$ cat src/rtl/sfx_mixer_if.sv
// Signal bundle between the game logic / melody generator and the audio
// output stage. The game side is the master; the mixer is the slave.
interface sfx_mixer_if;
    logic       melody_in;   // square wave from the melody generator
    logic       sfx_lock;    // 1-cycle pulse: piece locked
    logic       sfx_clear;   // 1-cycle pulse: line(s) cleared
    logic [2:0] volume;      // 0 = silent .. 7 = full
    logic       mute;        // level, forces the speaker low
    logic       spkr_out;    // registered speaker drive
    logic       sfx_active;  // high while an effect owns the output

    modport master (
        output melody_in, sfx_lock, sfx_clear, volume, mute,
        input  spkr_out, sfx_active
    );

    modport slave (
        input  melody_in, sfx_lock, sfx_clear, volume, mute,
        output spkr_out, sfx_active
    );
endinterface

$ cat src/rtl/sfx_mixer.sv
// Audio output stage. Plays short sound effects (piece-lock blip, three-note
// line-clear arpeggio) that duck the incoming melody, then gates the result
// with mute and a 7-step PWM volume before driving the speaker pin.
module sfx_mixer #(
    parameter int FCLK    = 50_000_000,  // clock frequency, Hz
    parameter int LOCK_MS = 100,         // piece-lock blip length, ms
    parameter int STEP_MS = 80           // length of each arpeggio note, ms
) (
    input  logic        clk,
    input  logic        reset_n,
    sfx_mixer_if.slave  bus
);

    // ------------------------------------------------------------------
    // Elaboration-time constants
    // ------------------------------------------------------------------
    localparam int DIV     = FCLK / 1000;            // clocks per 1 ms tick
    localparam int DIV_W   = (DIV > 1) ? $clog2(DIV) : 1;

    localparam int HP_LOCK = FCLK / (2 * 220);       // 220 Hz lock tone
    localparam int HP_C0   = FCLK / (2 * 523);       // C5
    localparam int HP_C1   = FCLK / (2 * 659);       // E5
    localparam int HP_C2   = FCLK / (2 * 784);       // G5
    localparam int TONE_W  = $clog2(HP_LOCK);        // lowest note has the longest half-period

    localparam int MS_MAX  = (LOCK_MS > STEP_MS) ? LOCK_MS : STEP_MS;
    localparam int MS_W    = $clog2(MS_MAX + 1);

    localparam logic [DIV_W-1:0]  DIV_LAST     = DIV_W'(DIV - 1);
    localparam logic [TONE_W-1:0] HP_LOCK_LAST = TONE_W'(HP_LOCK - 1);
    localparam logic [TONE_W-1:0] HP_C0_LAST   = TONE_W'(HP_C0 - 1);
    localparam logic [TONE_W-1:0] HP_C1_LAST   = TONE_W'(HP_C1 - 1);
    localparam logic [TONE_W-1:0] HP_C2_LAST   = TONE_W'(HP_C2 - 1);
    localparam logic [MS_W-1:0]   LOCK_LAST    = MS_W'(LOCK_MS - 1);
    localparam logic [MS_W-1:0]   STEP_LAST    = MS_W'(STEP_MS - 1);
    localparam logic [2:0]        PWM_LAST     = 3'd6;

    typedef enum logic [2:0] {
        ST_IDLE,
        ST_LOCK,
        ST_CLR0,
        ST_CLR1,
        ST_CLR2
    } state_t;

    // ------------------------------------------------------------------
    // Signals
    // ------------------------------------------------------------------
    state_t              state_q;
    state_t              state_d;
    logic                restart;      // fresh entry into LOCK or CLR0
    logic                note_change;  // any state change or restart
    logic                step_done;    // last tick of the current note

    logic [DIV_W-1:0]    div_cnt;
    logic                tick;
    logic [MS_W-1:0]     ms_cnt;
    logic [MS_W-1:0]     dur_last;
    logic [TONE_W-1:0]   tone_cnt;
    logic [TONE_W-1:0]   hp_last;
    logic                sfx_sq;

    logic [2:0]          pwm_cnt;
    logic                gate;
    logic                tone;
    logic                spkr_q;
    logic                active_q;

    // ------------------------------------------------------------------
    // Decode of the current note: duration and half-period
    // ------------------------------------------------------------------
    // Per-state duration and tone half-period, plus the terminal-tick flag.
    always_comb begin
        // NOTE: every always_comb output gets a default before any branch so no path leaves it unassigned and infers a latch.
        hp_last  = HP_LOCK_LAST;
        dur_last = STEP_LAST;
        case (state_q)
            ST_LOCK: begin
                hp_last  = HP_LOCK_LAST;
                dur_last = LOCK_LAST;
            end
            ST_CLR0: hp_last = HP_C0_LAST;
            ST_CLR1: hp_last = HP_C1_LAST;
            ST_CLR2: hp_last = HP_C2_LAST;
            default: hp_last = HP_LOCK_LAST;
        endcase
        tick      = (div_cnt == DIV_LAST);
        step_done = tick && (ms_cnt == dur_last);
    end

    // ------------------------------------------------------------------
    // Effect sequencer
    // ------------------------------------------------------------------
    // State register.
    always_ff @(posedge clk or negedge reset_n) begin
        // NOTE: clocked state uses non-blocking assignments so every flop samples pre-edge values regardless of block order.
        if (!reset_n) begin
            state_q <= ST_IDLE;
        end else begin
            state_q <= state_d;
        end
    end

    // Next-state logic: clear beats lock; lock is ignored during the arpeggio.
    always_comb begin
        state_d = state_q;
        restart = 1'b0;
        case (state_q)
            ST_IDLE: begin
                if (bus.sfx_clear) begin
                    state_d = ST_CLR0;
                    restart = 1'b1;
                end else if (bus.sfx_lock) begin
                    state_d = ST_LOCK;
                    restart = 1'b1;
                end
            end
            ST_LOCK: begin
                if (bus.sfx_clear) begin
                    state_d = ST_CLR0;
                    restart = 1'b1;
                end else if (bus.sfx_lock) begin
                    state_d = ST_LOCK;
                    restart = 1'b1;
                end else if (step_done) begin
                    state_d = ST_IDLE;
                end
            end
            ST_CLR0: begin
                if (bus.sfx_clear) begin
                    state_d = ST_CLR0;
                    restart = 1'b1;
                end else if (step_done) begin
                    state_d = ST_CLR1;
                end
            end
            ST_CLR1: begin
                if (bus.sfx_clear) begin
                    state_d = ST_CLR0;
                    restart = 1'b1;
                end else if (step_done) begin
                    state_d = ST_CLR2;
                end
            end
            ST_CLR2: begin
                if (bus.sfx_clear) begin
                    state_d = ST_CLR0;
                    restart = 1'b1;
                end else if (step_done) begin
                    state_d = ST_IDLE;
                end
            end
            default: state_d = ST_IDLE;
        endcase
        note_change = restart || (state_d != state_q);
    end

    // ------------------------------------------------------------------
    // Timebase and tone generation
    // ------------------------------------------------------------------
    // 1 ms divider; realigned on each fresh effect so the first note is exactly N ticks.
    always_ff @(posedge clk or negedge reset_n) begin
        if (!reset_n) begin
            div_cnt <= '0;
        end else if (restart || tick) begin
            div_cnt <= '0;
        end else begin
            div_cnt <= div_cnt + DIV_W'(1);
        end
    end

    // Millisecond counter for the current note.
    always_ff @(posedge clk or negedge reset_n) begin
        if (!reset_n) begin
            ms_cnt <= '0;
        end else if (note_change || (state_q == ST_IDLE)) begin
            ms_cnt <= '0;
        end else if (tick) begin
            ms_cnt <= ms_cnt + MS_W'(1);
        end
    end

    // Effect square wave; phase restarts at every note change.
    always_ff @(posedge clk or negedge reset_n) begin
        if (!reset_n) begin
            tone_cnt <= '0;
            sfx_sq   <= 1'b0;
        end else if (note_change || (state_q == ST_IDLE)) begin
            tone_cnt <= '0;
            sfx_sq   <= 1'b0;
        end else if (tone_cnt == hp_last) begin
            tone_cnt <= '0;
            sfx_sq   <= ~sfx_sq;
        end else begin
            tone_cnt <= tone_cnt + TONE_W'(1);
        end
    end

    // ------------------------------------------------------------------
    // Volume and output stage
    // ------------------------------------------------------------------
    // Free-running 7-phase PWM counter.
    always_ff @(posedge clk or negedge reset_n) begin
        if (!reset_n) begin
            pwm_cnt <= '0;
        end else if (pwm_cnt == PWM_LAST) begin
            pwm_cnt <= '0;
        end else begin
            pwm_cnt <= pwm_cnt + 3'd1;
        end
    end

    // Source select (effects duck the melody) and volume gate.
    always_comb begin
        tone = (state_q != ST_IDLE) ? sfx_sq : bus.melody_in;
        gate = (pwm_cnt < bus.volume);
    end

    // Registered speaker drive and effect-active flag.
    always_ff @(posedge clk or negedge reset_n) begin
        if (!reset_n) begin
            spkr_q   <= 1'b0;
            active_q <= 1'b0;
        end else begin
            spkr_q   <= ~bus.mute & gate & tone;
            active_q <= (state_d != ST_IDLE);
        end
    end

    assign bus.spkr_out   = spkr_q;
    assign bus.sfx_active = active_q;

endmodule

$ cat src/flat_wrapper.sv
// flat-port wrapper written by rule: the top's interface ports become plain ports
module sfx_mixer_flat 
#(
    parameter int FCLK    = 50_000_000,                        
    parameter int LOCK_MS = 100,                                      
    parameter int STEP_MS = 80                                              
)
  (clk, reset_n, bus_melody_in, bus_sfx_lock, bus_sfx_clear, bus_volume, bus_mute, bus_spkr_out, bus_sfx_active);
  sfx_mixer_if bus_i ();
  input  logic clk;
  input  logic reset_n;
  input wire logic [$bits(bus_i.melody_in)-1:0] bus_melody_in;
  input wire logic [$bits(bus_i.sfx_lock)-1:0] bus_sfx_lock;
  input wire logic [$bits(bus_i.sfx_clear)-1:0] bus_sfx_clear;
  input wire logic [$bits(bus_i.volume)-1:0] bus_volume;
  input wire logic [$bits(bus_i.mute)-1:0] bus_mute;
  output wire logic [$bits(bus_i.spkr_out)-1:0] bus_spkr_out;
  output wire logic [$bits(bus_i.sfx_active)-1:0] bus_sfx_active;
  assign bus_i.melody_in = bus_melody_in;
  assign bus_i.sfx_lock = bus_sfx_lock;
  assign bus_i.sfx_clear = bus_sfx_clear;
  assign bus_i.volume = bus_volume;
  assign bus_i.mute = bus_mute;
  assign bus_spkr_out = bus_i.spkr_out;
  assign bus_sfx_active = bus_i.sfx_active;
  sfx_mixer #(.FCLK(FCLK), .LOCK_MS(LOCK_MS), .STEP_MS(STEP_MS)) u_core (.clk(clk), .reset_n(reset_n), .bus(bus_i));
endmodule
$ cat config.mk
export PLATFORM = sky130hd
export DESIGN_NAME = sfx_mixer_flat
export DESIGN_NICKNAME = d
export VERILOG_FILES = /design/src/rtl/sfx_mixer_if.sv /design/src/rtl/sfx_mixer.sv /design/src/flat_wrapper.sv
export SDC_FILE = /design/constraint.sdc
export NUM_CORES = 1
export LEC_CHECK = 0
export ABC_AREA = 1
export CELL_PAD_IN_SITES_DETAIL_PLACEMENT = 1
export CELL_PAD_IN_SITES_GLOBAL_PLACEMENT = 1
export CORE_ASPECT_RATIO = 0.6
export CORE_UTILIZATION = 41
export DETAILED_ROUTE_END_ITERATION = 10
export PLACE_DENSITY = 0.75
export SETUP_SLACK_MARGIN = 0.5
export SLEW_MARGIN = 20
export SYNTH_ARGS = -nofsm -noshare
export SYNTH_HDL_FRONTEND = slang
export SYNTH_SLANG_ARGS = --single-unit
$ cat constraint.sdc
create_clock -name clk -period 1.85 [get_ports clk]
set_clock_uncertainty 0.15 [all_clocks]
set_input_delay 0.185 -clock clk [delete_from_list [all_inputs] [get_ports clk]]
set_output_delay 0.185 -clock clk [all_outputs]
set_load 0.02 [all_outputs]
==> flow_summary.yaml, run 1 <==
run_status:
  status: "stopped before the end"
  lastStage: "global routing"
  stop_error: "[ERROR GRT-0232] Routing congestion too high. Check the congestion heatmap in the GUI."
synth:
  yosysWarnings: 0
  synth.yosys.seq_area_share: 0.381
  synth_area_leaders: "dfrtp_1 (38%), nand2_1 (11%), nor2_1 (7.3%)"
  synthTopCellsByCount: "nand2_1 (95), nor2_1 (63), inv_1 (61)"
  synth-edff-count: 0
  yosysMostFrequentCell: "nand2_1"
  synth_nets: 457
  syn_inst: 443
  synth_area_leader_cell: "dfrtp_1"
  synth_cell_type_count: 35
  synth.top_cell.area_share: 0.381
  synthArstFlopShare: 1.00
  syn_area_um2: 3220
  synth_seq_cells: 49
  syn_area_per_cell_um2: 7.27
  synthFlopType: "dfrtp_1"
place:
  routabilityCongestion: 0.878
  port-buffer-count: 10
  place_inst: 642
  dp_hpwl_um: 8420
clock_tree:
  root_buffer: "clkbuf_16"
  cts_sinks: 49
  cts_htree_levels: 2
  numCtsBuffers: 5
  cts_buffer_depth: 2
grt:
  antenna_found_initial: 4
  globalRouteTotalUtil: 0.815
  overflow: 182
  grt_start_max_net_pins: 32
die:
  start_util: 0.434
  boundaryPins: 11
  die_w_um: 116
  num_rows: 24
  die-height_um: 70.7
sta:
  grt_repair_worst_endpoint: "u_core.tone_cnt[2]$_DFF_PN0_/D"
  worstEndpointType: "register input"
through the flow:
stage / hold slack, ns / setup slack, ns / util / TNS (ns) / cell area [um^2]
floorplan: -0.261 / -0.0461 / - / -0.728 / 3390
global placement: 0.0149 / -0.287 / 0.575 / -6.65 / 4260
detailed placement: 0.0211 / -0.391 / 0.575 / -9.33 / 4260
CTS: 0.249 / -0.291 / 0.664 / -9.48 / 4920
timing repair:
action                                  4_1_cts
cloned                                        4
endpoints found under the setup margin       48
setup buffers                                18
pin swaps                                    21
hold buffers                                  1
endpoints found under the hold margin        18
gates resized for setup                      72
layer usage:
layer,track usage,GRT overflow
met3,0.641,0
met4,0.865,60
met2,0.986,120
met1,0.834,2
met5,0.0364,0
cell families after synthesis:
family          Yosys count  share of synthesized area
mux                       1                    0.00311
buf+inv                  75                     0.0975
simple gates            250                      0.362
xor+xnor                 27                     0.0734
compound gates           36                     0.0641
fa+ha+maj                 5                     0.0194
flops                    49                      0.381
==> run 2: changes to the inputs <==
CELL_PAD_IN_SITES_DETAIL_PLACEMENT = default   (was 1)
CELL_PAD_IN_SITES_GLOBAL_PLACEMENT = default   (was 1)
CORE_ASPECT_RATIO = default   (was 0.6)
CORE_UTILIZATION = 36   (was 41)
PLACE_DENSITY = default   (was 0.75)
PLACE_DENSITY_LB_ADDON = 0.15   (was default)
SETUP_SLACK_MARGIN = default   (was 0.5)
clock period = 2.4 ns   (was 1.85 ns; I/O delays follow)
==> flow_summary.yaml, run 2 <==
run_status:
  status: "complete, no violations"
sta:
  hold_viol: 0
  max_slew_margin: 0.527
  max_clock_freq_ghz: 0.452
  setup_tns_ns: 0
  finalSetupViolations: 0
  timing.final.crit_share: 0.922
  rsz0062_at_grt: "no"
  tightest_slew_ns: 0.710
  report.final.slew_viol_count: 0
  min_period_ns: 2.21
grt:
  grt_util_met3: 0.0329
  grt_use_met1: 0.233
  antenna_found_initial: 0
  overflow: 0
  globalRouteTotalUtil: 0.177
  grt_pass1_wl_um: 12600
  grt_start_max_net_pins: 30
  gr-max-usage-layer: "met2"
  grtUsageMet2: 0.289
  grt_pass1_vias: 2770
synth:
  yosysMostFrequentCell: "nand2_1"
  synth_area_leader_cell: "dfrtp_1"
  synth_area_leaders: "dfrtp_1 (38%), nand2_1 (11%), nor2_1 (7.3%)"
  synthTopCellsByCount: "nand2_1 (95), nor2_1 (63), inv_1 (61)"
  syn_area_um2: 3220
  synth_nets: 457
  synthFlopType: "dfrtp_1"
  synth_cell_type_count: 35
  synth.top_cell.area_share: 0.381
  synth-edff-count: 0
  synth.yosys.seq_area_share: 0.381
  syn_inst: 443
  synthArstFlopShare: 1.00
  yosysWarnings: 0
  syn_area_per_cell_um2: 7.27
  synth_seq_cells: 49
cells_and_area:
  layout_commonest_cell: "nand2_1"
  registers.top_by_ff_count: "u_core.tone_cnt"
  insertedDiodeCount: 0
  largest_reg_flops: 17
  area_growth_pct: 14.9
  layout-drive-gt1-share: 0.157
  layout.nets: 484
  final_cell_mix: "nand2_1 (95), inv_1 (61), nor2_1 (57), dfrtp_1 (45), nor2_2 (26)"
  design_area_um2: 3700
  fillCellCount: 907
  reg.largest.list: "u_core.tone_cnt x17, u_core.div_cnt x16, u_core.ms_cnt x7"
place:
  port-buffer-count: 10
  placed_area_um2: 3510
  routabilityCongestion: 0.866
  dp_hpwl_um: 5620
die:
  die_w_um: 96.6
  floorplan.die_area_um2: 9330
  start_util: 0.371
  coreArea_um2: 8680
  die-height_um: 96.6
  boundaryPins: 11
  num_rows: 34
setup_path:
  r2r.worst_path.cells: 13
  cp-startpoint: "u_core.state_q[1]$_DFF_PN0_"
  critPathMaxFanout: 9
  crit_required_ns: 2.49
  endpoint: "u_core.tone_cnt[9]$_DFF_PN0_"
  startpoint_type: "register"
  crit_type: "reg2reg"
  cp.arrival_ns: 2.30
  critPathCaptureType: "register"
  reg2reg_slack_ns: 0.19
  r2r_end: "u_core.tone_cnt[9]$_DFF_PN0_"
  timing.rr.start: "u_core.state_q[1]$_DFF_PN0_"
detailed_routing:
  vias_per_cell: 4.92
  first_pass_iters: 4
  wl_per_cell_um: 13.0
  drt_wl_total_um: 7500
  dr_total_vias: 2850
  drc: 0
  drt_iter0_markers: 146
  postRouteAntennaNets: 0
power:
  power.leakage_nw: 1.70
  power.density_nw_per_um2: 557
  power_w: 0.00206
  max-vdd-ir-drop_mv: 0.300
clock_tree:
  cts_sinks: 49
  cts_buffer_depth: 2
  cts.clk_slew.worst_paths_ns: 0.09
  cts_htree_levels: 2
  clk-insertion-delay-late_ns: 0.30
  cts_tree: "done"
  numCtsBuffers: 5
  root_buffer: "clkbuf_8"
min_path:
  hp-class: "in2reg"
flow_run:
  maxCapViolations: 0
run 2: metrics by stage:
| step | utilization | hold slack [ns] | instances | worst slack (ns) |
|---|---|---|---|---|
| after detailed placement | 0.405 | 0.196 | 567 | 0.103 |
| after global placement | 0.405 | 0.194 | 567 | 0.100 |
| after floorplan | - | -0.206 | 443 | 0.409 |
| after CTS | 0.416 | 0.305 | 576 | 0.0623 |
| final | 0.426 | 0.314 | 579 | 0.187 |
| after global routing | 0.426 | 0.337 | 579 | 0.0122 |
run 2: metal layers:
metal	wire, um	vias to the layer above
met1	3660	1342
met5	0	-
met4	153	0
met2	3420	53
li1	-	1441
met3	273	14
run 2: power by group:
part	switching [W]	internal [W]
Clock	0.000280	0.000203
Combinational	0.000425	0.000248
Sequential	0.0000410	0.000865
Total	0.000747	0.00132
run 2: logic make-up (layout without fill, tap and decap cells):
group | Yosys count | count (layout) | synth area share
compound gates | 36 | 36 | 0.0641
xor+xnor | 27 | 27 | 0.0734
simple gates | 250 | 250 | 0.362
mux | 1 | 1 | 0.00311
fa+ha+maj | 5 | 5 | 0.0194
flops | 49 | 49 | 0.381
buf+inv | 75 | 103 | 0.0975
run 2: worst min path at each step:
stage	start	end	slack [ns]	depth (start not counted)
3_3_place_gp	reset_n	u_core.bus.sfx_active$_DFF_PN0_	0.19	1
4_1_cts	bus_mute	u_core.bus.spkr_out$_DFF_PN0_	0.31	2
5_1_grt	bus_mute	u_core.bus.spkr_out$_DFF_PN0_	0.34	2
2_1_floorplan	reset_n	u_core.bus.sfx_active$_DFF_PN0_	-0.21	0
6_report	bus_mute	u_core.bus.spkr_out$_DFF_PN0_	0.31	2
3_5_place_dp	reset_n	u_core.ms_cnt[5]$_DFFE_PN0P_	0.20	1
run 2: final cells by class:
type                    instances  area [um^2]  area share
repair buffers                 27          268      0.0724
well taps                     108          135      0.0365
inverters                      68          255      0.0690
clock inverters                 2         10.0     0.00271
clock buffers                   6         72.6      0.0196
flip-flops and latches         49         1230       0.333
multi-input cells             319         1730       0.467
run 2: critical path: stages, from the launching register on:
cell and delay (ns):
dfrtp_2 0.46, inv_2 0.12, nand3_4 0.13, buf_4 0.19, inv_1 0.08, nor2_1 0.05
nor2_1 0.18, nand3_1 0.13, nand2_1 0.09, nand2_1 0.06, nor2_2 0.12, nand2_4 0.12
clkbuf_16 0.19, nor2_2 0.08
run 2: what timing repair did:
item                                    in CTS  in global routing
endpoints found under the setup margin       0                 21
setup buffers                                0                  2
gates resized for setup                      0                 16
hold buffers                                 1                  0
endpoints found under the hold margin       27                  0
Note: power is estimated with default switching activity, not from simulation.
